`config.mk`:
```
export PLATFORM = sky130hd
export DESIGN_NAME = bp_resolve_queue_flat
export DESIGN_NICKNAME = d
export VERILOG_FILES = /design/src/rtl/bp_resolve_queue_pkg.sv /design/src/rtl/bp_resolve_queue_if.sv /design/src/rtl/bp_resolve_queue_pred_fifo.sv /design/src/rtl/bp_resolve_queue.sv /design/src/flat_wrapper.sv
export SDC_FILE = /design/constraint.sdc
export NUM_CORES = 1
export LEC_CHECK = 0
export ABC_AREA = 0
export CAP_MARGIN = 10
export CORE_ASPECT_RATIO = 1.1
export CORE_MARGIN = 1.5
export CORE_UTILIZATION = 54
export CTS_CLUSTER_SIZE = 10
export DETAILED_ROUTE_END_ITERATION = 8
export GPL_ROUTABILITY_DRIVEN = 0
export HOLD_SLACK_MARGIN = 0.05
export PLACE_DENSITY = 0.8
export SLEW_MARGIN = 20
export SYNTH_ARGS = -nofsm -noshare
export SYNTH_HDL_FRONTEND = slang
export SYNTH_SLANG_ARGS = --single-unit
```
`constraint.sdc`:
```
create_clock -name clk -period 7 [get_ports clk]
set_clock_uncertainty 0.05 [all_clocks]
set_input_delay 1.4 -clock clk [delete_from_list [all_inputs] [get_ports clk]]
set_output_delay 1.4 -clock clk [all_outputs]
set_load 0.02 [all_outputs]
```
`src/rtl/bp_resolve_queue_pkg.sv`:
```
// Shared types for the branch resolve queue: queue entry layout, FSM states and
// the mispredict rule applied to the oldest in-flight prediction.
package bp_resolve_queue_pkg;

    localparam int BP_XLEN = 32;
    localparam logic [BP_XLEN-1:0] BP_PC_INC = BP_XLEN'(4);

    typedef enum logic {
        BP_RUN   = 1'b0,
        BP_FLUSH = 1'b1
    } bp_state_e;

    typedef struct packed {
        logic [BP_XLEN-1:0] pc;
        logic               hit;
        logic               taken;
        logic [BP_XLEN-1:0] target;
    } bp_entry_t;

    // A non-branch can only be wrong when a stale BTB alias predicted it taken.
    function automatic logic bp_is_mispredict(
        input bp_entry_t          e,
        input logic               is_branch,
        input logic               act_taken,
        input logic [BP_XLEN-1:0] act_target
    );
        logic pred_tk;
        pred_tk = e.hit && e.taken;
        if (!is_branch) begin
            return pred_tk;
        end
        return (pred_tk && !act_taken) ||
               (!pred_tk && act_taken) ||
               (pred_tk && act_taken && (e.target != act_target));
    endfunction

endpackage

```
`src/rtl/bp_resolve_queue_if.sv`:
```
// Fetch/execute/BTB-facing signal bundle of the resolve queue.
// slave is the queue itself, master is the surrounding pipeline.
interface bp_resolve_queue_if #(
    parameter int XLEN = 32
);
    logic            pred_push;
    logic [XLEN-1:0] pred_pc;
    logic            pred_hit;
    logic            pred_taken;
    logic [XLEN-1:0] pred_target;
    logic            pred_full;

    logic            res_valid;
    logic            res_is_branch;
    logic            res_taken;
    logic [XLEN-1:0] res_target;

    logic            update;
    logic [XLEN-1:0] update_pc;
    logic [XLEN-1:0] update_target;
    logic            mispredicted;
    logic            redirect_valid;
    logic [XLEN-1:0] redirect_pc;
    logic            flush;
    logic [31:0]     branch_count;
    logic [31:0]     mispredict_count;
    logic            order_error;

    modport master (
        output pred_push, pred_pc, pred_hit, pred_taken, pred_target,
        output res_valid, res_is_branch, res_taken, res_target,
        input  pred_full, update, update_pc, update_target, mispredicted,
        input  redirect_valid, redirect_pc, flush,
        input  branch_count, mispredict_count, order_error
    );

    modport slave (
        input  pred_push, pred_pc, pred_hit, pred_taken, pred_target,
        input  res_valid, res_is_branch, res_taken, res_target,
        output pred_full, update, update_pc, update_target, mispredicted,
        output redirect_valid, redirect_pc, flush,
        output branch_count, mispredict_count, order_error
    );

endinterface

```
`src/rtl/bp_resolve_queue_pred_fifo.sv`:
```
// Circular buffer of in-flight predictions; clear drops every entry by snapping
// the read pointer onto the write pointer.
module bp_resolve_queue_pred_fifo #(
    parameter int DEPTH = 4,
    parameter int WIDTH = 66
) (
    input  logic             clk,
    input  logic             rst,
    input  logic             push_i,
    input  logic             pop_i,
    input  logic             clear_i,
    input  logic [WIDTH-1:0] wdata_i,
    output logic [WIDTH-1:0] rdata_o,
    output logic             full_o,
    output logic             empty_o
);
    localparam int AW = $clog2(DEPTH);
    localparam int CW = AW + 1;

    logic [WIDTH-1:0] mem_q [DEPTH];
    logic [AW-1:0]    wr_ptr_q, wr_ptr_d;
    logic [AW-1:0]    rd_ptr_q, rd_ptr_d;
    logic [CW-1:0]    count_q, count_d;

    assign rdata_o = mem_q[rd_ptr_q];
    assign full_o  = (count_q == CW'(DEPTH));
    assign empty_o = (count_q == '0);

    // DEPTH is a power of two, so pointer wrap is the natural AW-bit rollover.
    always_comb begin
        wr_ptr_d = wr_ptr_q;
        rd_ptr_d = rd_ptr_q;
        count_d  = count_q;
        if (clear_i) begin
            rd_ptr_d = wr_ptr_q;
            count_d  = '0;
        end else begin
            if (push_i) wr_ptr_d = wr_ptr_q + AW'(1);
            if (pop_i)  rd_ptr_d = rd_ptr_q + AW'(1);
            if (push_i && !pop_i)      count_d = count_q + CW'(1);
            else if (!push_i && pop_i) count_d = count_q - CW'(1);
        end
    end

    always_ff @(posedge clk or posedge rst) begin
        if (rst) begin
            wr_ptr_q <= '0;
            rd_ptr_q <= '0;
            count_q  <= '0;
        end else begin
            wr_ptr_q <= wr_ptr_d;
            rd_ptr_q <= rd_ptr_d;
            count_q  <= count_d;
        end
    end

    always_ff @(posedge clk) begin
        if (push_i && !clear_i) begin
            mem_q[wr_ptr_q] <= wdata_i;
        end
    end

endmodule

```
`src/rtl/bp_resolve_queue.sv`:
```
// Execute-side resolve queue: checks the oldest fetch prediction against the
// actual outcome and drives BTB updates, front-end redirect/flush and statistics.
//
//   state    | meaning
//   ---------+------------------------------------------------------------
//   BP_RUN   | normal: accept predictions, resolve the head on res_valid
//   BP_FLUSH | redirect visible; wrong-path entries dropped, inputs ignored
module bp_resolve_queue
    import bp_resolve_queue_pkg::*;
#(
    parameter int DEPTH = 4,
    parameter int XLEN  = BP_XLEN
) (
    input logic            clk,
    input logic            rst,
    bp_resolve_queue_if.slave bp
);
    bp_state_e       state_q;
    bp_entry_t       wr_entry;
    bp_entry_t       head;
    logic            fifo_full, fifo_empty;
    logic            run, pop, mis_now, push_ok, clear;

    logic            update_q;
    logic [XLEN-1:0] update_pc_q;
    logic [XLEN-1:0] update_target_q;
    logic            mispredicted_q;
    logic            redirect_valid_q;
    logic [XLEN-1:0] redirect_pc_q;
    logic            flush_q;
    logic [31:0]     branch_count_q;
    logic [31:0]     mispredict_count_q;
    logic            order_error_q;

    assign run   = (state_q == BP_RUN);
    assign clear = (state_q == BP_FLUSH);
    assign pop   = run && bp.res_valid && !fifo_empty;
    assign mis_now = pop && bp_is_mispredict(head, bp.res_is_branch, bp.res_taken, bp.res_target);
    // A push arriving with a mispredict is wrong-path; a full queue only accepts
    // when the head leaves in the same cycle.
    assign push_ok = run && !mis_now && bp.pred_push && (!fifo_full || pop);

    assign wr_entry.pc     = bp.pred_pc;
    assign wr_entry.hit    = bp.pred_hit;
    assign wr_entry.taken  = bp.pred_taken;
    assign wr_entry.target = bp.pred_target;

    bp_resolve_queue_pred_fifo #(
        .DEPTH (DEPTH),
        .WIDTH ($bits(bp_entry_t))
    ) u_fifo (
        .clk     (clk),
        .rst     (rst),
        .push_i  (push_ok),
        .pop_i   (pop),
        .clear_i (clear),
        .wdata_i (wr_entry),
        .rdata_o (head),
        .full_o  (fifo_full),
        .empty_o (fifo_empty)
    );

    always_ff @(posedge clk or posedge rst) begin
        if (rst) begin
            state_q            <= BP_RUN;
            update_q           <= 1'b0;
            update_pc_q        <= '0;
            update_target_q    <= '0;
            mispredicted_q     <= 1'b0;
            redirect_valid_q   <= 1'b0;
            redirect_pc_q      <= '0;
            flush_q            <= 1'b0;
            branch_count_q     <= '0;
            mispredict_count_q <= '0;
            order_error_q      <= 1'b0;
        end else begin
            update_q         <= 1'b0;
            update_pc_q      <= '0;
            update_target_q  <= '0;
            mispredicted_q   <= 1'b0;
            redirect_valid_q <= 1'b0;
            redirect_pc_q    <= '0;
            flush_q          <= 1'b0;
            case (state_q)
                BP_RUN: begin
                    if (pop) begin
                        if (bp.res_is_branch) begin
                            branch_count_q <= branch_count_q + 32'd1;
                        end
                        // A non-branch mispredict writes the entry to clear the alias.
                        if (bp.res_is_branch || mis_now) begin
                            update_q        <= 1'b1;
                            update_pc_q     <= head.pc;
                            update_target_q <= bp.res_target;
                        end
                        if (mis_now) begin
                            mispredicted_q     <= 1'b1;
                            redirect_valid_q   <= 1'b1;
                            flush_q            <= 1'b1;
                            redirect_pc_q      <= bp.res_taken ? bp.res_target
                                                               : head.pc + BP_PC_INC;
                            mispredict_count_q <= mispredict_count_q + 32'd1;
                            state_q            <= BP_FLUSH;
                        end
                    end else if (bp.res_valid && fifo_empty) begin
                        order_error_q <= 1'b1;
                    end
                end
                BP_FLUSH: state_q <= BP_RUN;
                default:  state_q <= BP_RUN;
            endcase
        end
    end

    assign bp.pred_full        = fifo_full;
    assign bp.update           = update_q;
    assign bp.update_pc        = update_pc_q;
    assign bp.update_target    = update_target_q;
    assign bp.mispredicted     = mispredicted_q;
    assign bp.redirect_valid   = redirect_valid_q;
    assign bp.redirect_pc      = redirect_pc_q;
    assign bp.flush            = flush_q;
    assign bp.branch_count     = branch_count_q;
    assign bp.mispredict_count = mispredict_count_q;
    assign bp.order_error      = order_error_q;

endmodule

```
`src/flat_wrapper.sv`:
```
// flat-port wrapper written by rule: the top's interface ports become plain ports
module bp_resolve_queue_flat import bp_resolve_queue_pkg::*;
#(
    parameter int DEPTH = 4,
    parameter int XLEN  = BP_XLEN
)
  (clk, rst, bp_pred_push, bp_pred_pc, bp_pred_hit, bp_pred_taken, bp_pred_target, bp_res_valid, bp_res_is_branch, bp_res_taken, bp_res_target, bp_pred_full, bp_update, bp_update_pc, bp_update_target, bp_mispredicted, bp_redirect_valid, bp_redirect_pc, bp_flush, bp_branch_count, bp_mispredict_count, bp_order_error);
  bp_resolve_queue_if #(.XLEN(XLEN)) bp_i ();
  input logic clk;
  input logic rst;
  input wire logic [$bits(bp_i.pred_push)-1:0] bp_pred_push;
  input wire logic [$bits(bp_i.pred_pc)-1:0] bp_pred_pc;
  input wire logic [$bits(bp_i.pred_hit)-1:0] bp_pred_hit;
  input wire logic [$bits(bp_i.pred_taken)-1:0] bp_pred_taken;
  input wire logic [$bits(bp_i.pred_target)-1:0] bp_pred_target;
  input wire logic [$bits(bp_i.res_valid)-1:0] bp_res_valid;
  input wire logic [$bits(bp_i.res_is_branch)-1:0] bp_res_is_branch;
  input wire logic [$bits(bp_i.res_taken)-1:0] bp_res_taken;
  input wire logic [$bits(bp_i.res_target)-1:0] bp_res_target;
  output wire logic [$bits(bp_i.pred_full)-1:0] bp_pred_full;
  output wire logic [$bits(bp_i.update)-1:0] bp_update;
  output wire logic [$bits(bp_i.update_pc)-1:0] bp_update_pc;
  output wire logic [$bits(bp_i.update_target)-1:0] bp_update_target;
  output wire logic [$bits(bp_i.mispredicted)-1:0] bp_mispredicted;
  output wire logic [$bits(bp_i.redirect_valid)-1:0] bp_redirect_valid;
  output wire logic [$bits(bp_i.redirect_pc)-1:0] bp_redirect_pc;
  output wire logic [$bits(bp_i.flush)-1:0] bp_flush;
  output wire logic [$bits(bp_i.branch_count)-1:0] bp_branch_count;
  output wire logic [$bits(bp_i.mispredict_count)-1:0] bp_mispredict_count;
  output wire logic [$bits(bp_i.order_error)-1:0] bp_order_error;
  assign bp_i.pred_push = bp_pred_push;
  assign bp_i.pred_pc = bp_pred_pc;
  assign bp_i.pred_hit = bp_pred_hit;
  assign bp_i.pred_taken = bp_pred_taken;
  assign bp_i.pred_target = bp_pred_target;
  assign bp_i.res_valid = bp_res_valid;
  assign bp_i.res_is_branch = bp_res_is_branch;
  assign bp_i.res_taken = bp_res_taken;
  assign bp_i.res_target = bp_res_target;
  assign bp_pred_full = bp_i.pred_full;
  assign bp_update = bp_i.update;
  assign bp_update_pc = bp_i.update_pc;
  assign bp_update_target = bp_i.update_target;
  assign bp_mispredicted = bp_i.mispredicted;
  assign bp_redirect_valid = bp_i.redirect_valid;
  assign bp_redirect_pc = bp_i.redirect_pc;
  assign bp_flush = bp_i.flush;
  assign bp_branch_count = bp_i.branch_count;
  assign bp_mispredict_count = bp_i.mispredict_count;
  assign bp_order_error = bp_i.order_error;
  bp_resolve_queue #(.DEPTH(DEPTH), .XLEN(XLEN)) u_core (.clk(clk), .rst(rst), .bp(bp_i));
endmodule
```
==> results.cfg <==
[pwr]
intPower_mw = 5.70
power_switching_mw = 2.55
peakVddDrop_v = 0.000273
sw_frac_of_total_pct = 30.9
p_leak_nw = 8.20
clockPowerShare_pct = 27.9
power.density_nw_per_um2 = 377
power_frac_comb_pct = 29.9
seqPwrFrac_pct = 42.2

[timing]
setup_ws_ns = 1.36
tightestPinTransition_ns = 1.07
rsz0062_at_grt = no
slew_headroom_pct = 28.4
period_minus_slack_ns = 5.64
hold_viol = 0
whs_ns = 0.424
drv_slew = 0
max_freq_ghz = 0.177
period_share_pct = 80.6
setup-violations-final = 0
tns_ns = 0

[yosys]
syn_avg_cell_area_um2 = 16.3
netlist_top_cells_count = 264 x edfxtp_1, 170 x dfrtp_1, 96 x xnor2_1
synth_most_common_cell = edfxtp_1
synthCells = 1066
synth_fp_nets = 1180
synthArstFlopShare_pct = 39.2
synth_seq_cells = 434
synth_largest_area_cell = edfxtp_1
synth_area_leaders = edfxtp_1 46%, dfrtp_1 24%, mux4_2 8.3%
synth.cell_area_um2 = 17400
yosysWarnings = 0
yosysSeqAreaShare_pct = 70.1
synth-main-ff-cell = edfxtp_1
synthDistinctLibCells = 48
synth_enable_flop_cells = 264
synth_top_area_share_pct = 45.6

[die]
core_area_um2 = 31600
die_y_um = 191
row_count = 68
io_pins = 270
die_area_um2 = 33300
start_util_pct = 55.1
die-width_um = 174

[route]
wirelength_um = 41200
viasPerCell = 5.67
route.vias.total = 10283
drt_iter0_markers = 1012
ant_nets = 0
drcViolationCount = 0
wl_per_cell_um = 22.7
first_pass_iters = 7

[placement]
portBuffers = 269
place_hpwl_um = 27100
place_ws_ns = 1.37
place_inst = 1724

[global_routing]
grtUsageTotal_pct = 25.0
grt_max_degree = 114
grt_pass1_wl_um = 61900
gr-total-overflow = 0
antenna_found_initial = 2
grt_pass1_vias = 10487

[critical_path]
required_ns = 7.11
crit_type = reg2reg
crit_path_end_kind = register
critPathArrivalTime_ns = 5.75
start_kind = register
critPathMaxFanout = 66

[clock_network]
cts_num_sinks = 434
cts_root_buffer = clkbuf_16
cts_buffers = 49
clk_latency_ns = 0.55
post-cts-setup-buffers = 0
cts_tree = yes
postCtsHoldBufs = 0
h-tree-depth = 2
cts-resized-gates = 0
path_clk_slew_ns = 0.06
cts_buffer_depth = 3

[cells_and_area]
layout-drive-gt1-share_pct = 10.6
syn_to_final_growth_pct = 26.1
multi_input_area_um2 = 4920
nFillCells = 2005
fin_util_pct = 69.4
instances_no_fill = 1814
final-seq-area_um2 = 12200
nets = 1469

[outcome]
status = finished clean

[worst_hold_path]
hp-class = reg2reg

[job]
drv_cap = 0
[sequential cells by signal, indices dropped and copies added, names as in the netlist]
signal	count
u_core.bp.branch_count	32
u_core.bp.mispredict_count	32
u_core.bp.mispredicted	1
u_core.bp.order_error	1
u_core.bp.redirect_pc	32
u_core.bp.update	1
u_core.bp.update_pc	32
u_core.bp.update_target	32
u_core.u_fifo.count_q	3
u_core.u_fifo.mem_q	264
u_core.u_fifo.rd_ptr_q	2
u_core.u_fifo.wr_ptr_q	2
[worst paths after layout]
| check | slack [ns] | cells past startpoint | from | to |
|---|---|---|---|---|
| max | 1.36 | 10 | u_core.u_fifo.rd_ptr_q[0]$_DFFE_PP0P_ | u_core.u_fifo.mem_q[1][43]$_DFFE_PP_ |
| min | 0.42 | 1 | u_core.bp.branch_count[31]$_DFFE_PP0P_ | u_core.bp.branch_count[31]$_DFFE_PP0P_ |
| max reg2reg | 1.36 | 10 | u_core.u_fifo.rd_ptr_q[0]$_DFFE_PP0P_ | u_core.u_fifo.mem_q[1][43]$_DFFE_PP_ |
| min reg2reg | 0.42 | 1 | u_core.bp.branch_count[31]$_DFFE_PP0P_ | u_core.bp.branch_count[31]$_DFFE_PP0P_ |
| max in group asynchronous | 4.27 | 3 | rst | u_core.bp.redirect_pc[7]$_DFF_PP0_ |
| min in group asynchronous | 1.37 | 2 | rst | u_core.bp.branch_count[23]$_DFFE_PP0P_ |
[layer usage]
layer | track usage, % | up-vias | wire length, µm
met2 | 42.0 | 467 | 20700
met1 | 32.9 | 5217 | 16500
met3 | 5.01 | 77 | 3010
met5 | 0 | - | 0
li1 | - | 4522 | -
met4 | 8.22 | 0 | 1020
[power groups by stage]
stage,logic [mW],clock network (mW),registers [mW]
finish,2.47,2.30,3.48
global route,2.63,2.44,3.53
CTS,2.48,2.34,3.49
detailed placement,2.46,0,3.53
global placement,2.42,0,3.50
floorplan,1.48,0,3.63
[worst max-delay path: stages, from the launching register on]
cell and delay (ns):
dfrtp_4 0.96, mux4_2 0.65, inv_1 0.09, ha_1 0.22, nand2b_1 0.28, nor3b_1 0.27
a21oi_1 0.14, a2111oi_4 0.49, nand4_4 0.49, a221oi_4 0.62, and2_4 0.90
[area by class of cell]
cell class              instances  share of cell area [%]
diodes                          2                  0.0228
multi-input cells             574                    22.5
inverters                      18                   0.343
repair buffers                278                    12.6
clock inverters                 1                  0.0400
clock buffers                  87                    6.53
well taps                     420                    2.40
flip-flops and latches        434                    55.6
[layout by cell type (no fill, tap or decap), types with 6 or more instances in the layout]
master / n
o211a_1: 6
inv_1: 16
nand2_1: 52
clkdlybuf4s50_1: 268
a21oi_1: 14
ha_1: 9
xor2_1: 27
xnor2_1: 96
edfxtp_1: 264
o21ai_0: 6
mux2i_1: 12
and3_1: 26
dfrtp_1: 168
nor3_1: 11
buf_4: 9
clkbuf_1: 34
clkbuf_16: 51
nor2_1: 51
nand2b_1: 8
nand3_1: 36
and4_1: 9
mux4_2: 64
nand4_1: 29
and2_1: 77
[per-stage QoR]
step	cell area (µm²)	power [mW]
2_1_floorplan	17400	5.10
6_report	21900	8.25
4_1_cts	21900	8.31
5_1_grt	21900	8.59
3_3_place_gp	20500	5.93
3_5_place_dp	20500	5.99
[cells by family (layout without fill, tap and decap cells)]
| family | after synthesis | after routing | synth area share, % |
|---|---|---|---|
| AOI/OAI and AO/OA | 39 | 39 | 1.71 |
| muxes | 79 | 79 | 9.20 |
| DFF | 434 | 434 | 70.1 |
| other | 0 | 2 | 0 |
| xor gates and xnor gates | 123 | 123 | 6.20 |
| buffers and inverters | 58 | 384 | 1.69 |
| adders and majority gates | 10 | 10 | 0.763 |
| and+or+nand+nor | 323 | 323 | 10.3 |
(Power assumes the default switching activity.)
